**config.mk**
```make
export PLATFORM = sky130hd
export DESIGN_NAME = fact_bus_if
export DESIGN_NICKNAME = d
export VERILOG_FILES = /design/src/rtl/fact_pkg.sv /design/src/rtl/fact_bus_if.sv
export SDC_FILE = /design/constraint.sdc
export NUM_CORES = 1
export LEC_CHECK = 0
export ABC_AREA = 1
export CAP_MARGIN = 40
export CORE_UTILIZATION = 47
export CTS_BUF_LIST = sky130_fd_sc_hd__clkbuf_16
export DETAILED_ROUTE_END_ITERATION = 16
export PLACE_DENSITY = 0.93
export SYNTH_ARGS = -nofsm -noshare
export SYNTH_HDL_FRONTEND = slang
export SYNTH_SLANG_ARGS = --single-unit
export TNS_END_PERCENT = 20
```
**constraint.sdc**
```tcl
create_clock -name clk -period 6.9 [get_ports clk]
set_input_delay 1.725 -clock clk [delete_from_list [all_inputs] [get_ports clk]]
set_output_delay 1.725 -clock clk [all_outputs]
set_load 0.01 [all_outputs]
```
**src/rtl/fact_pkg.sv**
```systemverilog
// fact_pkg: shared definitions for the fact peripheral bus interface.
//   - fact_if_state_t : bus-interface FSM states
//   - FACT_ADDR_*     : word addresses (bus addr[3:2]) of the register map
//   - CTRL_* / STAT_* : bit positions inside CTRL and STATUS
package fact_pkg;

  typedef enum logic [1:0] {
    IDLE   = 2'd0,
    LAUNCH = 2'd1,
    BUSY   = 2'd2
  } fact_if_state_t;

  localparam logic [1:0] FACT_ADDR_N      = 2'd0;
  localparam logic [1:0] FACT_ADDR_CTRL   = 2'd1;
  localparam logic [1:0] FACT_ADDR_STATUS = 2'd2;
  localparam logic [1:0] FACT_ADDR_RESULT = 2'd3;

  localparam int CTRL_GO   = 0;
  localparam int CTRL_IE   = 1;
  localparam int STAT_DONE = 0;
  localparam int STAT_ERR  = 1;

endpackage

```
**src/rtl/fact_bus_if.sv**
```systemverilog
// fact_bus_if: memory-mapped register front-end for the fact core.
//
// state  | meaning
// -------+-------------------------------------------------------------
// IDLE   | no run in progress; N_REG writable, CTRL bit0 launches
// LAUNCH | go asserted for this single cycle
// BUSY   | waiting for a rising edge of done or err from the core
//
// Ports:
//   clk, rst      - clock, asynchronous active-high reset
//   we, addr, wd  - bus write strobe, word address, write data
//   rd            - bus read data, combinational from addr
//   irq           - level interrupt request (registered)
//   n, go         - operand and start pulse to the core
//   done, err, nf - core completion level, error level, result
module fact_bus_if
  import fact_pkg::*;
#(
  parameter int WIDTH = 32
) (
  input  logic             clk,
  input  logic             rst,
  input  logic             we,
  input  logic [1:0]       addr,
  input  logic [WIDTH-1:0] wd,
  output logic [WIDTH-1:0] rd,
  output logic             irq,
  output logic [WIDTH-1:0] n,
  output logic             go,
  input  logic             done,
  input  logic             err,
  input  logic [WIDTH-1:0] nf
);

  fact_if_state_t state, state_next;

  logic [WIDTH-1:0] n_reg;
  logic [WIDTH-1:0] result;
  logic             ie;
  logic             done_s;
  logic             err_s;
  logic             done_q;
  logic             err_q;

  logic busy;
  logic ctrl_wr;
  logic launch;
  logic done_rise;
  logic err_rise;

  assign busy      = (state != IDLE);
  assign ctrl_wr   = we && (addr == FACT_ADDR_CTRL);
  assign launch    = ctrl_wr && wd[CTRL_GO] && (state == IDLE);
  // Edges are relative to the previous cycle's level, so a level left high
  // from an earlier run never completes a new one.
  assign done_rise = done && !done_q;
  assign err_rise  = err && !err_q;

  always_ff @(posedge clk or posedge rst) begin
    if (rst) state <= IDLE;
    else     state <= state_next;
  end

  always_comb begin
    state_next = state;
    go         = 1'b0;
    unique case (state)
      IDLE:   if (launch) state_next = LAUNCH;
      LAUNCH: begin
        go         = 1'b1;
        state_next = BUSY;
      end
      BUSY:   if (done_rise || err_rise) state_next = IDLE;
      default: state_next = IDLE;
    endcase
  end

  always_ff @(posedge clk or posedge rst) begin
    if (rst) begin
      n_reg  <= '0;
      result <= '0;
      ie     <= 1'b0;
      done_s <= 1'b0;
      err_s  <= 1'b0;
      done_q <= 1'b0;
      err_q  <= 1'b0;
      irq    <= 1'b0;
    end else begin
      done_q <= done;
      err_q  <= err;
      irq    <= ie && (done_s || err_s);

      if (we && (addr == FACT_ADDR_N) && !busy) n_reg <= wd;

      // IE stays writable during a run so software can mask the interrupt.
      if (ctrl_wr) ie <= wd[CTRL_IE];

      if (launch) begin
        done_s <= 1'b0;
        err_s  <= 1'b0;
      end else if (state == BUSY) begin
        // err has priority when both edges land in the same cycle.
        if (err_rise) begin
          err_s <= 1'b1;
        end else if (done_rise) begin
          done_s <= 1'b1;
          result <= nf;
        end
      end
    end
  end

  assign n = n_reg;

  always_comb begin
    rd = '0;
    unique case (addr)
      FACT_ADDR_N:      rd = n_reg;
      FACT_ADDR_CTRL:   begin
        rd[CTRL_GO] = busy;
        rd[CTRL_IE] = ie;
      end
      FACT_ADDR_STATUS: begin
        rd[STAT_DONE] = done_s;
        rd[STAT_ERR]  = err_s;
      end
      FACT_ADDR_RESULT: rd = result;
      default:          rd = '0;
    endcase
  end

endmodule

```
* Word level (Yosys, flattened, before mapping)
Cells that the tools add are included.
Word-level totals: register bits 72, input port bits 71, output and inout port bits 66, logic and storage cells 55
Operators by class: equality and inequality tests 8, muxes and demuxes 13, bitwise logic cells 2, reductions and logical operators 23
Operator list (number):
- $pmux 30 s2 | 1
- $logic_and 1x1->1 | 8
- $mux 1 | 8
- $pmux 2 s4 | 1
- $reduce_bool 2->1 | 4
- $eq 2x2->1 const B | 3
- $ne 2x2->1 const B | 3
- $pmux 2 s3 | 1
- $eq 2x1->1 const B | 2
- $logic_not 2->1 | 2
- $mux 2 | 2
- $reduce_and 2->1 | 2
- $reduce_and 4->1 | 1
- $logic_not 1->1 | 3
- $reduce_and 3->1 | 1
- $logic_or 1x1->1 | 2
- $not 1->1 | 2

* Longest topological paths before layout
Gate-level depths: netlist of run 1.
depth in word-level cells 6, depth in mapped cells 6, gate-level depth less buffers 6

* Worst setup path before layout of run 1
OpenSTA, ideal clock, no wires.
path type input -> output, from in addr[0], to out rd[23], arrival time 2599 ps, required time 5175 ps, slack 2576 ps, cell stages on the path 5, path through inv_1 ha_1 clkbuf_1 nand2_1 a21oi_1
Between the ends: word-level cells in the longest chain between the ends 2
Ends and longest elaborated chain:
- start, declared | line fact_bus_if.sv:24 | input logic [1:0] addr,
- $eq 2x2->1 or $logic_not 2->1 (tied branches) | line fact_bus_if.sv:117 | unique case (addr)
- $pmux 30 s2 * | line fact_bus_if.sv:117
- end, declared | line fact_bus_if.sv:26 | output logic [WIDTH-1:0] rd,
Mark *: on every way between the ends. The rest lies on a longest branch, timed or not.

* Final worst setup path of run 1
from in addr[0], to out rd[11]
Same word-level chain as after synthesis.

==> impl_metrics.prom, run 1 <==
# TYPE chip_impl_metric gauge
chip_impl_metric{name="yosysWarnings",unit=""} 0
chip_impl_metric{name="clock_path_buffers",unit=""} 2
chip_impl_info{name="ys_top_cells_by_area",value="dfrtp_1 (52%), nand2_1 (18%), nand4_1 (5.8%)"} 1
chip_impl_metric{name="sequential_to_total_area_share_from_yosys_stat",unit="%"} 52.46
chip_impl_metric{name="synth-adder-area-share",unit="%"} 1.821
chip_impl_metric{name="setup_violations",unit=""} 0
chip_impl_metric{name="final_layout_size_suffix_gt1_share",unit="%"} 5.516
chip_impl_metric{name="final_min_period_over_clock_period",unit="%"} 80.60
chip_impl_metric{name="crit_path_max_fanout",unit=""} 16
chip_impl_metric{name="fillerInstances",unit=""} 485
chip_impl_metric{name="finalWirelength",unit="mm"} 9.860
chip_impl_metric{name="postCtsSetupRepairBufs",unit=""} 0
chip_impl_metric{name="multi_input_comb_area",unit="um^2"} 1336
chip_impl_metric{name="post_syn_instances",unit=""} 430
chip_impl_info{name="worst_setup_path_start_kind",value="primary input"} 1
chip_impl_metric{name="route.detailed.vias_per_inst",unit=""} 5.140
chip_impl_info{name="hold_path.startpoint",value="result[15]"} 1
chip_impl_metric{name="antennaDiodeCount",unit=""} 0
chip_impl_metric{name="synth_compound_gate_area_share",unit="%"} 9.945
chip_impl_metric{name="port_buffers",unit=""} 136
chip_impl_info{name="grt_setup_unrepaired",value="no"} 1
chip_impl_metric{name="floorplan.initialDensity",unit="%"} 49.46
chip_impl_info{name="critical_path.reg2reg.startpoint",value="done_q"} 1
chip_impl_info{name="synth_area_leader_cell",value="dfrtp_1"} 1
chip_impl_info{name="worst_hold_path_type",value="reg2reg"} 1
chip_impl_metric{name="die_ar",unit="um^2"} 7654
chip_impl_metric{name="grt_first_pass_wirelength",unit="mm"} 16.26
chip_impl_metric{name="yosys-mux-area-fraction",unit="%"} 0
chip_impl_metric{name="final_net_count",unit=""} 633
chip_impl_metric{name="max-cap-violations",unit=""} 0
chip_impl_metric{name="grt_pass1_vias",unit=""} 3482
chip_impl_metric{name="post_synth_and_or_nand_nor_area_fraction",unit="%"} 27.14
chip_impl_metric{name="hold_viol",unit=""} 0
chip_impl_metric{name="antenna_found_initial",unit=""} 0
chip_impl_metric{name="cts_num_sinks",unit=""} 72
chip_impl_metric{name="drt_first_iter_violations",unit=""} 197
chip_impl_metric{name="ioPinCount",unit=""} 137
chip_impl_metric{name="final_period_minus_worst_setup_slack",unit="ns"} 5.562
chip_impl_metric{name="drt_first_pass_iters",unit=""} 5
chip_impl_metric{name="drt_drc_violations_left",unit=""} 0
chip_impl_metric{name="final_gp_congestion",unit=""} 0.8196
chip_impl_metric{name="htree_num_levels",unit=""} 3
chip_impl_metric{name="final.hold.worst_slack",unit="ns"} 0.4722
chip_impl_metric{name="drt.antenna.violating_nets",unit=""} 0
chip_impl_metric{name="die-width",unit="um"} 87.49
chip_impl_metric{name="fin_skew",unit="ns"} 0.006236
chip_impl_metric{name="synth_area_per_cell",unit="um^2"} 7.987
chip_impl_metric{name="hpwlAfterDp",unit="mm"} 7.044
chip_impl_metric{name="die_height",unit="um"} 87.49
chip_impl_metric{name="crit_required",unit="ns"} 5.18
chip_impl_metric{name="avgRoutedWirePerCell",unit="um"} 14.98
chip_impl_metric{name="synth_top_area_share",unit="%"} 52.46
chip_impl_metric{name="cts_inserted_buffers",unit=""} 9
chip_impl_info{name="crit_start",value="addr[0]"} 1
chip_impl_metric{name="relSlewSlack",unit="%"} 49.63
chip_impl_metric{name="grt_max_degree",unit=""} 38
chip_impl_metric{name="clkLatencyLatePin",unit="ns"} 0.32
chip_impl_metric{name="synthesis.nets",unit=""} 506
chip_impl_metric{name="synthDistinctLibCells",unit=""} 21
chip_impl_metric{name="slew_viols_final",unit=""} 0
chip_impl_metric{name="globalRouteTotalUtil",unit="%"} 27.67
chip_impl_metric{name="placementRows",unit=""} 30
chip_impl_metric{name="final_sum_of_negative_setup_slack",unit="ns"} 0
chip_impl_metric{name="max_slew.worst_pin.slew",unit="ns"} 0.7538
chip_impl_metric{name="detailroute.via_count",unit=""} 3382
chip_impl_info{name="cp-end-kind",value="output pin"} 1
chip_impl_metric{name="grt_remaining_overflow",unit=""} 0
chip_impl_metric{name="post_cts_resized",unit=""} 0
chip_impl_metric{name="cellLeakagePower",unit="nW"} 2.441
chip_impl_metric{name="layout_overhead_on_the_synthesized_area",unit="%"} 52.02
chip_impl_metric{name="cts.reportedPaths.clkPinSlew",unit="ns"} 0.05
chip_impl_metric{name="post-route-cell-area",unit="um^2"} 5221
chip_impl_info{name="run_status",value="finished, final reports clean"} 1
chip_impl_metric{name="power.ir.vdd_worst",unit="uV"} 166.6
chip_impl_metric{name="core-area",unit="um^2"} 6944
chip_impl_metric{name="cts.hold.buffers_added",unit=""} 0
chip_impl_metric{name="power_density",unit="nW/um^2"} 287.1
chip_impl_info{name="worstSetupPathType",value="in2out"} 1
chip_impl_metric{name="register_area",unit="um^2"} 1802
chip_impl_metric{name="netlist_area",unit="um^2"} 3435
chip_impl_info{name="cts_root_buf",value="clkbuf_16"} 1
chip_impl_info{name="largest_family_of_logic_cells_by_synthesized_area",value="simple AND/OR/NAND/NOR gates"} 1
chip_impl_metric{name="fmax",unit="MHz"} 179.8
chip_impl_metric{name="cp_data_arrival_time",unit="ns"} 3.84
chip_impl_info{name="cts_tree",value="done"} 1
chip_impl_metric{name="ys_seq_elements",unit=""} 72
chip_impl_metric{name="detailed_place.area",unit="um^2"} 4885
chip_impl_metric{name="synth_xor_area_share",unit="%"} 0
==> layer usage <==
layer | vias up | track usage (%) | part of all wire, % | wire length, um
met2 | 144 | 47.73 | 49 | 4847
li1 | 1636 | - | - | -
met1 | 1571 | 33.21 | 41 | 4038
met3 | 31 | 6.825 | 7.0 | 689
met4 | 0 | 10.88 | 2.9 | 284
met5 | - | 0 | 0 | 0
==> layout make-up <==
| class | count | share of cell area (%) |
|---|---|---|
| well taps | 96 | 2.300 |
| inverters | 44 | 3.163 |
| clock buffers | 9 | 4.313 |
| repair buffers | 143 | 27.99 |
| multi-input cells | 287 | 25.59 |
| flip-flops and latches | 72 | 34.51 |
| clock inverters | 7 | 2.133 |
==> cells in the mapped netlist (all sizes together) <==
master / n
o21ai: 34
nand2: 166
clkbuf: 12
buf: 15
nand3: 4
dfrtp: 72
a21oi: 33
inv: 44
ha: 5
nand4: 32
o22ai: 1
nor2: 12
==> placed cells by master (no fill, tap or decap), drive strengths merged <==
master,instances
o21ai,34
buf,7
clkinvlp,1
nor2,12
clkbuf,9
nand3,4
a21oi,33
o22ai,1
nand4,32
nand2,166
clkinv,2
ha,5
bufinv,3
inv,45
dfrtp,72
clkdlybuf4s50,136
==> worst max-delay path, cell delays in order <==
cell             delay (ns)
clkdlybuf4s50_1        0.51
inv_1                  0.09
ha_1                   0.54
buf_8                  0.27
a21oi_1                0.13
clkdlybuf4s50_1        0.56
==> cells by family (layout without fill, tap and decap cells) <==
logic type | after synthesis | in the layout
DFF | 72 | 72
AOI/OAI and AO/OA | 68 | 68
adders and majority gates | 5 | 5
buffers and inverters | 71 | 203
and+or+nand+nor | 214 | 214
==> worst paths after layout <==
| path | to | depth (start not counted) | slack [ns] |
|---|---|---|---|
| max | rd[11] | 6 | 1.34 |
| min | result[15] | 2 | 0.47 |
| max reg2reg | result[29] | 4 | 4.96 |
| min reg2reg | result[15] | 2 | 0.47 |
| max in group asynchronous | state[1] | 4 | 4.52 |
| min in group asynchronous | n[11] | 3 | 1.82 |
==> metrics by stage <==
stage	std cells	setup WS (ns)	total power, mW	utilization [%]
6_report	658	1.338	1.499	75.19
5_1_grt	658	1.245	1.578	75.19
4_1_cts	658	1.316	1.505	75.19
3_5_place_dp	642	1.312	0.9799	70.34
3_3_place_gp	638	1.278	0.9502	69.23
2_1_floorplan	430	2.576	0.7704	-
==> power by group <==
| group | total, mW | internal (mW) | switching [mW] | leakage, nW |
|---|---|---|---|---|
| sequential | 0.610 | 0.533 | 0.0767 | 0.909 |
| combinational | 0.368 | 0.195 | 0.174 | 1.37 |
| clock | 0.521 | 0.350 | 0.170 | 0.167 |
No activity file was read; power rests on OpenSTA's default activity.
==> inputs of run 2 (changes only) <==
--- a/config.mk
+++ b/config.mk
@@ -7,10 +7,10 @@
 export LEC_CHECK = 0
 export ABC_AREA = 1
 export CAP_MARGIN = 40
-export CORE_UTILIZATION = 47
+export CORE_UTILIZATION = 44
 export CTS_BUF_LIST = sky130_fd_sc_hd__clkbuf_16
 export DETAILED_ROUTE_END_ITERATION = 16
-export PLACE_DENSITY = 0.93
+export PLACE_DENSITY = 0.88
 export SYNTH_ARGS = -nofsm -noshare
 export SYNTH_HDL_FRONTEND = slang
 export SYNTH_SLANG_ARGS = --single-unit
==> constraint.sdc (replaced) <==
create_clock -name clk -period 5.2 [get_ports clk]
set_input_delay 1.3 -clock clk [delete_from_list [all_inputs] [get_ports clk]]
set_output_delay 1.3 -clock clk [all_outputs]
set_load 0.01 [all_outputs]
==> run 2 against run 1 <==
  * Flip-flop and latch count did not move
  * Sequential power grew 33%
  * First-iteration DRC count shrank 15%
  * Worst setup slack lost 0.75 ns
  * Cell area is 1.1% lower
  * Sequential share of layout area up 0.38 points
  * Clock skew fell by 0.00083 ns
  * Via count fell by 1.1%
  * Critical path depth stayed put
  * Total power increased by 28%
  * Critical endpoint is now rd[12]
  * Largest cell class unchanged
==> impl_metrics.prom, run 2 (same netlist as run 1, synthesis figures left out) <==
# TYPE chip_impl_metric gauge
chip_impl_metric{name="switching_power",unit="mW"} 0.5484
chip_impl_metric{name="avgRoutedWirePerCell",unit="um"} 14.59
chip_impl_metric{name="crit_path_max_fanout",unit=""} 24
chip_impl_metric{name="clock_power_share",unit="%"} 33.0
chip_impl_info{name="cts_root_buf",value="clkbuf_16"} 1
chip_impl_metric{name="setup_violations",unit=""} 0
chip_impl_metric{name="grt_max_degree",unit=""} 53
chip_impl_metric{name="port_buffers",unit=""} 136
chip_impl_metric{name="cts_inserted_buffers",unit=""} 9
chip_impl_metric{name="crit_required",unit="ns"} 3.90
chip_impl_metric{name="post_layout_nonfiller_instances",unit=""} 660
chip_impl_metric{name="power_density",unit="nW/um^2"} 373.0
chip_impl_metric{name="slew_viols_final",unit=""} 0
chip_impl_metric{name="grt_pass1_vias",unit=""} 3366
chip_impl_metric{name="hpwlAfterDp",unit="mm"} 6.962
chip_impl_metric{name="cellLeakagePower",unit="nW"} 2.408
chip_impl_metric{name="cts.hold.buffers_added",unit=""} 0
chip_impl_info{name="worst_setup_path_start_kind",value="primary input"} 1
chip_impl_info{name="cp-end-kind",value="output pin"} 1
chip_impl_metric{name="drt_first_iter_violations",unit=""} 168
chip_impl_metric{name="finalWirelength",unit="mm"} 9.632
chip_impl_metric{name="htree_num_levels",unit=""} 3
chip_impl_metric{name="max-cap-violations",unit=""} 0
chip_impl_metric{name="final_sum_of_negative_setup_slack",unit="ns"} 0
chip_impl_metric{name="antennaDiodeCount",unit=""} 0
chip_impl_info{name="most-common-layout-cells",value="nand2_1 (166), clkdlybuf4s50_1 (136), dfrtp_1 (72)"} 1
chip_impl_metric{name="register_area",unit="um^2"} 1802
chip_impl_metric{name="drt_drc_violations_left",unit=""} 0
chip_impl_metric{name="power.combinational.fraction",unit="%"} 24.9
chip_impl_metric{name="grt_first_pass_wirelength",unit="mm"} 16.24
chip_impl_info{name="run_status",value="finished, final reports clean"} 1
chip_impl_metric{name="core-area",unit="um^2"} 7408
chip_impl_metric{name="floorplan.initialDensity",unit="%"} 46.36
chip_impl_metric{name="clock_path_buffers",unit=""} 2
chip_impl_metric{name="cp_data_arrival_time",unit="ns"} 3.31
chip_impl_metric{name="fillerInstances",unit=""} 567
chip_impl_metric{name="multi_input_comb_area",unit="um^2"} 1336
chip_impl_metric{name="route.detailed.vias_per_inst",unit=""} 5.068
chip_impl_metric{name="power.ir.vdd_worst",unit="uV"} 236.8
chip_impl_metric{name="final_layout_size_suffix_gt1_share",unit="%"} 5.348
chip_impl_metric{name="final_period_minus_worst_setup_slack",unit="ns"} 4.614
chip_impl_metric{name="post_cts_resized",unit=""} 0
chip_impl_metric{name="drt.antenna.violating_nets",unit=""} 0
chip_impl_metric{name="hold_viol",unit=""} 0
chip_impl_info{name="mostFrequentLayoutCell",value="nand2_1"} 1
chip_impl_metric{name="totalPowerFinal",unit="mW"} 1.926
chip_impl_metric{name="die-width",unit="um"} 90.35
chip_impl_metric{name="globalRouteTotalUtil",unit="%"} 24.96
chip_impl_metric{name="antenna_found_initial",unit=""} 0
chip_impl_metric{name="max_slew.worst_pin.slew",unit="ns"} 0.7827
chip_impl_metric{name="die_ar",unit="um^2"} 8163
chip_impl_metric{name="final_min_period_over_clock_period",unit="%"} 88.73
chip_impl_metric{name="cell_internal_pwr",unit="mW"} 1.377
chip_impl_metric{name="relSlewSlack",unit="%"} 47.69
chip_impl_metric{name="detailroute.via_count",unit=""} 3345
chip_impl_info{name="grt_setup_unrepaired",value="no"} 1
chip_impl_metric{name="p_seq_share",unit="%"} 42.1
chip_impl_metric{name="final_gp_congestion",unit=""} 0.8545
chip_impl_metric{name="drt_first_pass_iters",unit=""} 4
chip_impl_info{name="worst_hold_path_type",value="reg2reg"} 1
chip_impl_metric{name="sw_frac_of_total",unit="%"} 28.48
chip_impl_metric{name="placementRows",unit=""} 31
chip_impl_metric{name="die_height",unit="um"} 90.35
chip_impl_metric{name="grt_remaining_overflow",unit=""} 0
chip_impl_metric{name="ioPinCount",unit=""} 137
chip_impl_metric{name="cts_num_sinks",unit=""} 72
chip_impl_metric{name="postCtsSetupRepairBufs",unit=""} 0
chip_impl_metric{name="fmax",unit="MHz"} 216.7
chip_impl_metric{name="fin_skew",unit="ns"} 0.005411
chip_impl_metric{name="layout_overhead_on_the_synthesized_area",unit="%"} 50.35
chip_impl_metric{name="final_net_count",unit=""} 633
chip_impl_info{name="worstSetupPathType",value="in2out"} 1
chip_impl_metric{name="cts.reportedPaths.clkPinSlew",unit="ns"} 0.06
chip_impl_info{name="cts_tree",value="done"} 1
chip_impl_metric{name="placed_insts",unit=""} 645
chip_impl_metric{name="clkLatencyLatePin",unit="ns"} 0.32
run 2: cell types whose count changed in the layout (fill, tap and decap cells not counted), sizes merged:
cell	before	now
bufinv	3	2
inv	45	44
clkinv	2	3
run 2: area by class of cell:
cell class	count	share of cell area, %
inverters	44	3.198
repair buffers	143	27.62
clock inverters	6	1.648
well taps	99	2.399
multi-input cells	287	25.88
flip-flops and latches	72	34.89
clock buffers	9	4.362
run 2: per-layer routing:
metal / track usage, % / part of all wire (%)
met3: 5.556 / 7.0
met1: 32.32 / 43
met5: 0 / 0
met4: 8.871 / 2.1
met2: 41.22 / 48
run 2: path summary, 6_finish.rpt:
kind                            cells past startpoint  startpoint         end  slack (ns)
worst max-delay path                                6     addr[0]      rd[12]        0.59
worst min-delay path                                2   result[4]   result[4]        0.47
worst max register to register                      4      done_q  result[27]        3.29
worst min register to register                      2   result[4]   result[4]        0.47
max in group asynchronous                           4         rst  result[16]        3.10
min in group asynchronous                           2         rst       n[15]        1.26
run 2: stage by stage:
| stage | instance area [um^2] | hold WS [ns] | worst slack [ns] | util, % |
|---|---|---|---|---|
| floorplan | 3435 | 0.4417 | 1.726 | - |
| global placement | 4833 | 0.4550 | 0.6520 | 65.24 |
| detailed placement | 4853 | 0.4581 | 0.5782 | 65.51 |
| CTS | 5164 | 0.4728 | 0.5735 | 69.70 |
| global route | 5164 | 0.4908 | 0.4471 | 69.70 |
| finish | 5164 | 0.4730 | 0.5860 | 69.70 |
run 2: power groups by stage:
stage / Clock (mW) / Sequential (mW) / Combinational, mW
3_5_place_dp: 0 / 0.814 / 0.482
6_report: 0.635 / 0.811 / 0.480
5_1_grt: 0.671 / 0.828 / 0.531
3_3_place_gp: 0 / 0.806 / 0.466
4_1_cts: 0.643 / 0.810 / 0.485
2_1_floorplan: 0 / 0.814 / 0.209
run 2: critical path, stage by stage:
cell and delay [ns]:
clkdlybuf4s50_1 0.51, inv_1 0.09, ha_1 0.41, buf_4 0.27, a21oi_1 0.17, clkdlybuf4s50_1 0.56
